--- config.mk ---
export PLATFORM = sky130hd
export DESIGN_NAME = square_voice_allocator
export DESIGN_NICKNAME = d
export VERILOG_FILES = /design/src/rtl/square_voice_allocator.sv
export SDC_FILE = /design/constraint.sdc
export NUM_CORES = 1
export LEC_CHECK = 0
export BUFFER_PORTS_ARGS = -buffer_cell sky130_fd_sc_hd__buf_2
export CORE_ASPECT_RATIO = 1.25
export CORE_MARGIN = 1.5
export CORE_UTILIZATION = 35
export CTS_BUF_LIST = sky130_fd_sc_hd__clkbuf_4 sky130_fd_sc_hd__clkbuf_8
export DETAILED_ROUTE_END_ITERATION = 7
export PLACE_DENSITY = 0.51
export SYNTH_ARGS = -nofsm -noshare
export SYNTH_HDL_FRONTEND = slang
export SYNTH_SLANG_ARGS = --single-unit
--- constraint.sdc ---
create_clock -name clk -period 8.53 [get_ports clk]
set_input_delay 0.4265 -clock clk [delete_from_list [all_inputs] [get_ports clk]]
set_output_delay 0.4265 -clock clk [all_outputs]
set_load 0.01 [all_outputs]
--- src/rtl/square_voice_allocator.sv ---
// Polyphony allocator for square-wave voices: retrigger, lowest free voice, else steal oldest.
// Define SQUARE_VOICE_STEAL_EN to build oldest-voice stealing; otherwise a full bank drops the note-on.
module square_voice_allocator #(
  parameter int NUM_VOICES = 4,
  parameter int KEY_W      = 7,
  parameter int AGE_W      = 8
) (
  input  logic                     clk,
  input  logic                     reset,
  input  logic                     evt_valid,
  output logic                     evt_ready,
  input  logic                     evt_on,
  input  logic [KEY_W-1:0]         evt_key,
  input  logic [15:0]              evt_period,
  input  logic [15:0]              evt_duty,
  output logic [16*NUM_VOICES-1:0] voice_period,
  output logic [16*NUM_VOICES-1:0] voice_duty,
  output logic [NUM_VOICES-1:0]    voice_gate,
  output logic [NUM_VOICES-1:0]    voice_restart,
  output logic                     evt_dropped,
  output logic [4:0]               active_count
);

  localparam int IDX_W = $clog2(NUM_VOICES);
  localparam logic [IDX_W-1:0] LAST_IDX = IDX_W'(NUM_VOICES - 1);

  localparam logic [1:0] IDLE  = 2'd0;
  localparam logic [1:0] SCAN  = 2'd1;
  localparam logic [1:0] APPLY = 2'd2;

  logic [1:0]       state;
  logic [IDX_W-1:0] scan_idx;

  logic             lat_on;
  logic [KEY_W-1:0] lat_key;
  logic [15:0]      lat_period;
  logic [15:0]      lat_duty;

  logic [15:0]           period_r [NUM_VOICES];
  logic [15:0]           duty_r   [NUM_VOICES];
  logic [KEY_W-1:0]      key_r    [NUM_VOICES];
  logic [NUM_VOICES-1:0] gate_r;

  logic             match_found;
  logic [IDX_W-1:0] match_idx;
  logic             free_found;
  logic [IDX_W-1:0] free_idx;

`ifdef SQUARE_VOICE_STEAL_EN
  logic [AGE_W-1:0] stamp_r [NUM_VOICES];
  logic [AGE_W-1:0] stamp_cnt;
  logic             old_found;
  logic [IDX_W-1:0] old_idx;
  logic [AGE_W-1:0] old_age;
  logic [AGE_W-1:0] scan_age;
`endif

  logic                  scan_gate;
  logic                  scan_hit;
  logic                  do_on;
  logic                  do_off;
  logic                  drop;
  logic [IDX_W-1:0]      tgt_idx;
  logic [15:0]           duty_clip;
  logic [NUM_VOICES-1:0] gate_nxt;
  logic [NUM_VOICES-1:0] restart_nxt;
  logic [4:0]            count_nxt;

  assign evt_ready = (state == IDLE) && !reset;

  assign scan_gate = gate_r[scan_idx];
  assign scan_hit  = scan_gate && (key_r[scan_idx] == lat_key);
`ifdef SQUARE_VOICE_STEAL_EN
  // Age is modular so a wrapped stamp counter still ranks voices correctly.
  assign scan_age  = stamp_cnt - stamp_r[scan_idx];
`endif

  assign duty_clip = (lat_duty > lat_period) ? lat_period : lat_duty;

  always_comb begin
    do_on   = 1'b0;
    do_off  = 1'b0;
    drop    = 1'b0;
    tgt_idx = '0;
    if (lat_on) begin
      if (lat_period == 16'd0) begin
        drop = 1'b1;
      end else if (match_found) begin
        do_on   = 1'b1;
        tgt_idx = match_idx;
      end else if (free_found) begin
        do_on   = 1'b1;
        tgt_idx = free_idx;
`ifdef SQUARE_VOICE_STEAL_EN
      end else if (old_found) begin
        do_on   = 1'b1;
        tgt_idx = old_idx;
`endif
      end else begin
        drop = 1'b1;
      end
    end else begin
      if (match_found) begin
        do_off  = 1'b1;
        tgt_idx = match_idx;
      end else begin
        drop = 1'b1;
      end
    end
  end

  always_comb begin
    gate_nxt    = gate_r;
    restart_nxt = '0;
    if (do_on) begin
      gate_nxt[tgt_idx]    = 1'b1;
      restart_nxt[tgt_idx] = 1'b1;
    end
    if (do_off) begin
      gate_nxt[tgt_idx] = 1'b0;
    end
    count_nxt = '0;
    for (int unsigned i = 0; i < NUM_VOICES; i++) begin
      count_nxt = count_nxt + 5'(gate_nxt[i]);
    end
  end

  always_ff @(posedge clk or posedge reset) begin
    if (reset) begin
      state         <= IDLE;
      scan_idx      <= '0;
      lat_on        <= 1'b0;
      lat_key       <= '0;
      lat_period    <= '0;
      lat_duty      <= '0;
      gate_r        <= '0;
      match_found   <= 1'b0;
      match_idx     <= '0;
      free_found    <= 1'b0;
      free_idx      <= '0;
      voice_restart <= '0;
      evt_dropped   <= 1'b0;
      active_count  <= '0;
      for (int unsigned i = 0; i < NUM_VOICES; i++) begin
        period_r[i] <= '0;
        duty_r[i]   <= '0;
        key_r[i]    <= '0;
      end
`ifdef SQUARE_VOICE_STEAL_EN
      stamp_cnt <= '0;
      old_found <= 1'b0;
      old_idx   <= '0;
      old_age   <= '0;
      for (int unsigned i = 0; i < NUM_VOICES; i++) begin
        stamp_r[i] <= '0;
      end
`endif
    end else begin
      voice_restart <= '0;
      evt_dropped   <= 1'b0;
      case (state)
        IDLE: begin
          if (evt_valid) begin
            lat_on      <= evt_on;
            lat_key     <= evt_key;
            lat_period  <= evt_period;
            lat_duty    <= evt_duty;
            scan_idx    <= '0;
            match_found <= 1'b0;
            free_found  <= 1'b0;
`ifdef SQUARE_VOICE_STEAL_EN
            old_found   <= 1'b0;
`endif
            state       <= SCAN;
          end
        end
        SCAN: begin
          if (scan_hit && !match_found) begin
            match_found <= 1'b1;
            match_idx   <= scan_idx;
          end
          if (!scan_gate && !free_found) begin
            free_found <= 1'b1;
            free_idx   <= scan_idx;
          end
`ifdef SQUARE_VOICE_STEAL_EN
          // Strictly-greater compare keeps ties on the lower index.
          if (scan_gate && (!old_found || (scan_age > old_age))) begin
            old_found <= 1'b1;
            old_idx   <= scan_idx;
            old_age   <= scan_age;
          end
`endif
          if (scan_idx == LAST_IDX) begin
            state <= APPLY;
          end else begin
            scan_idx <= scan_idx + IDX_W'(1);
          end
        end
        APPLY: begin
          if (do_on) begin
            period_r[tgt_idx] <= lat_period;
            duty_r[tgt_idx]   <= duty_clip;
            key_r[tgt_idx]    <= lat_key;
`ifdef SQUARE_VOICE_STEAL_EN
            stamp_r[tgt_idx]  <= stamp_cnt;
            stamp_cnt         <= stamp_cnt + AGE_W'(1);
`endif
          end
          gate_r        <= gate_nxt;
          active_count  <= count_nxt;
          voice_restart <= restart_nxt;
          evt_dropped   <= drop;
          state         <= IDLE;
        end
        default: state <= IDLE;
      endcase
    end
  end

  always_comb begin
    for (int unsigned i = 0; i < NUM_VOICES; i++) begin
      voice_period[16*i +: 16] = period_r[i];
      voice_duty[16*i +: 16]   = duty_r[i];
    end
  end

  assign voice_gate = gate_r;

endmodule

==> results.tsv <==
stage	metric	value	unit
critical_path	critical path capture point type	flop	
synthesis	Mean Syn Cell Area	12.7	um2
detailed_routing	First-pass DRT Iterations	5	
synthesis	cells after synthesis	711	
synthesis	post-synthesis register bit count	218	
critical_path	crit-path max FO	7	
clock_tree	cts hold-fix bufs	0	
hold_path	path category of the worst min-delay check	primary input to asynchronous set/reset pin	
detailed_routing	via count	6105	
place	DP Wirelength	15600	um
place	# port buffers	183	
clock_tree	Worst-Skew Late Latency	0.53	ns
detailed_routing	metal3 WL	1460	um
power	leak pwr	0.00579	uW
synthesis	Synth Flop Type	dfrtp_1	
sta	crit share post-route	36.5	%
clock_tree	post_cts resized	0	
clock_tree	Post-CTS Setup Repair Bufs	0	
sta	Worst-Margin Slew	0.819	ns
detailed_routing	highest routed layer	met5	
clock_tree	Num CTS Buffers	38	
critical_path	CP arrival	3.51	ns
status	status	finished clean	
power	Final Power	3550	uW
detailed_routing	drt drc	0	
synthesis	area leader, netlist	dfrtp_1	
sta	Hold Fails Final Rpt	0	
synthesis	Unique masters post-synth	43	
sta	relative slew slack	45.4	%
detailed_routing	Via density	4.82	
sta	Setup TNS Final	0	ns
synthesis	warnings from Yosys	0	
cells_and_area	final core utilization	43.8	%
sta	Worst Skew	0.0218	ns
detailed_routing	antenna-violating nets left	0	
clock_tree	clock tree buffer depth	3	
cells_and_area	post-route cell area	11100	um2
critical_path	R2R depth	11	
global_routing	initial antenna violation count	7	
global_routing	largest net degree at the start of global routing	110	
sta	Slew Viols, Final	0	
synthesis	Area contributors post-synth	dfrtp_1 60%, mux2_2 15%, a21oi_1 4.4%, nor2_1 3.2%, ha_1 2.6%	
detailed_routing	WL per Instance	18.5	um
floorplanning	Starting Density	35.7	%
critical_path	Worst EP required	8.93	ns
synthesis	Synth Cell Area	9030	um2
sta	f_max	321	MHz
sta	RSZ-0062 raised after global routing	false	
floorplanning	die width	147	um
cells_and_area	share of cells above drive strength 1	42.5	%
floorplanning	FP Rows	65	
detailed_routing	Metal-1 WL	9670	um
sta	crit path time final	3.11	ns
power	Max IR drop VDD	0.166	mV
global_routing	first-pass GRT wire length	36700	um
global_routing	vias in the first global route	6301	
detailed_routing	drt total wl	23500	um
detailed_routing	met2 routed WL	11600	um
clock_tree	clock sink count	218	
power	pwr dens	321	nW/um2
clock_tree	H-tree levels	2	
sta	Finish-stage setup viols	0	
clock_tree	Root Buffer	clkbuf_8	
global_routing	grt ovf	0	
cells_and_area	Non-Filler Instances	1267	
clock_tree	TritonCTS clock tree	built	
critical_path	Startpoint Class	flop	
synthesis	sequential area share after synthesis	60.4	%
critical_path	critical path class	flop to flop	
critical_path	RR Endpoint	active_count[1]	
critical_path	reg2reg start	lat_period[11]	
synthesis	EDFF count, synth	0	
critical_path	crit path from	lat_period[11]	
cells_and_area	Layout area overhead	22.6	%
floorplanning	Die Y	183	um
synthesis	async set or reset register ratio after synthesis	100	%
place	# placed instances	1200	
flow_run	max cap viols	0	
place	GPL Wtd Cong	0.756	
synthesis	area share of the largest cell type after synthesis	60.4	%
floorplanning	core area	25300	um2
floorplanning	DIE AREA	26800	um2
place	Placed Instance Area	10300	um2
clock_tree	Worst-path clk slew	0.06	ns
global_routing	Tot GR Track Use	17.6	%
critical_path	reg2reg setup slack	5.42	ns
cells_and_area	Layout Nets	968	
floorplanning	Top-Level Pins	186	
detailed_routing	drt initial violations	217	
-- power by group --
part	total [uW]	internal, uW	switching [uW]
clock network	999	577	423
registers	1510	1260	253
logic	1040	456	583
-- stage by stage --
| stage | hold WS [ns] | setup slack, ns |
|---|---|---|
| finish | 0.0290 | 5.42 |
| global route | 0.0709 | 5.21 |
| global placement | 0.460 | 5.43 |
| CTS | 0.0639 | 5.43 |
| detailed placement | 0.468 | 5.43 |
| floorplan | 0.472 | 2.14 |
-- placed cells by master, fill, tap and decap left out, drive strengths merged --
master and count:
nand4 3, nor3 7, nand4b 1, a41oi 2, a221o 1, a21boi 1
mux2 120, diode 1, nand2 37, fa 1, o31ai 1, clkinv 2
ha 19, dfrtp 218, xnor2 5, clkinvlp 1, a211oi 1, mux2i 16
o21ai 22, and4 1, and2 1, xor2 2, nor4 8, inv 20
conb 2, mux4 8, nand3 5, o21a 2, clkbuf 62, nor2b 3
a21oi 80, a31oi 3, and3 2, o211ai 1, a21o 3, nor3b 1
nor2 78, buf 191
-- flip-flops by register name, indices dropped and copies added (netlist names), 2 cells and up --
register,flops
active_count,3
free_idx,2
key_r,28
lat_duty,16
lat_key,7
lat_period,16
match_idx,2
scan_idx,2
state,2
voice_duty,64
voice_gate,4
voice_period,64
voice_restart,4
-- layer usage --
layer | up-vias | track usage, %
met3 | 54 | 5.30
li1 | 2880 | -
met4 | 8 | 6.14
met1 | 3009 | 21.6
met2 | 154 | 29.5
met5 | - | 0
-- Yosys cell counts, types with 3 or more instances --
| cell | number |
|---|---|
| a21o_1 | 3 |
| a21oi_1 | 80 |
| a31oi_1 | 3 |
| buf_2 | 23 |
| buf_4 | 3 |
| clkbuf_1 | 9 |
| dfrtp_1 | 218 |
| ha_1 | 19 |
| inv_1 | 19 |
| mux2_2 | 120 |
| mux2i_1 | 13 |
| mux2i_2 | 3 |
| mux4_2 | 7 |
| nand2_1 | 37 |
| nand3_1 | 5 |
| nand4_1 | 3 |
| nor2_1 | 78 |
| nor2b_1 | 3 |
| nor3_1 | 7 |
| nor4_1 | 6 |
| o21ai_0 | 19 |
| o21ai_1 | 3 |
| xnor2_1 | 5 |
-- area by class of cell --
class	count	area (um2)
Antenna cell	1	2.50
Sequential cell	218	5460
Inverter	19	78.8
Clock inverter	4	28.8
Timing Repair Buffer	191	976
Multi-Input combinational cell	437	3340
Fill cell	2413	14200
Tap cell	335	419
Clock buffer	62	778
-- kinds of logic after synthesis --
| group | synth area share, % |
|---|---|
| AO/OA/AOI/OAI | 7.15 |
| XOR/XNOR | 0.679 |
| adder cells (fa/ha/maj) | 2.85 |
| buffers and inverters | 2.98 |
| flip-flops | 60.4 |
| multiplexers | 18.9 |
| other | 0.0415 |
| AND/OR/NAND/NOR | 7.04 |
-- worst max-delay path: stages, from the launching register on --
cell and delay (ns):
dfrtp_1 0.47, nor4_1 0.49, a41oi_2 0.34, nand2_1 0.31, nor2_1 0.09, a21oi_1 0.15, a31oi_1 0.07, fa_1 0.48
ha_1 0.20, ha_1 0.28, nand2_1 0.06, nand2_1 0.05
-- worst max path at each step --
stage	to	cells past startpoint	slack (ns)
floorplan	active_count[0]	1	2.14
global placement	active_count[1]	11	5.43
detailed placement	voice_duty[54]	9	5.43
CTS	voice_duty[51]	9	5.43
global route	voice_duty[35]	9	5.21
finish	active_count[1]	11	5.42
Note: power is estimated with default switching activity, not from simulation.
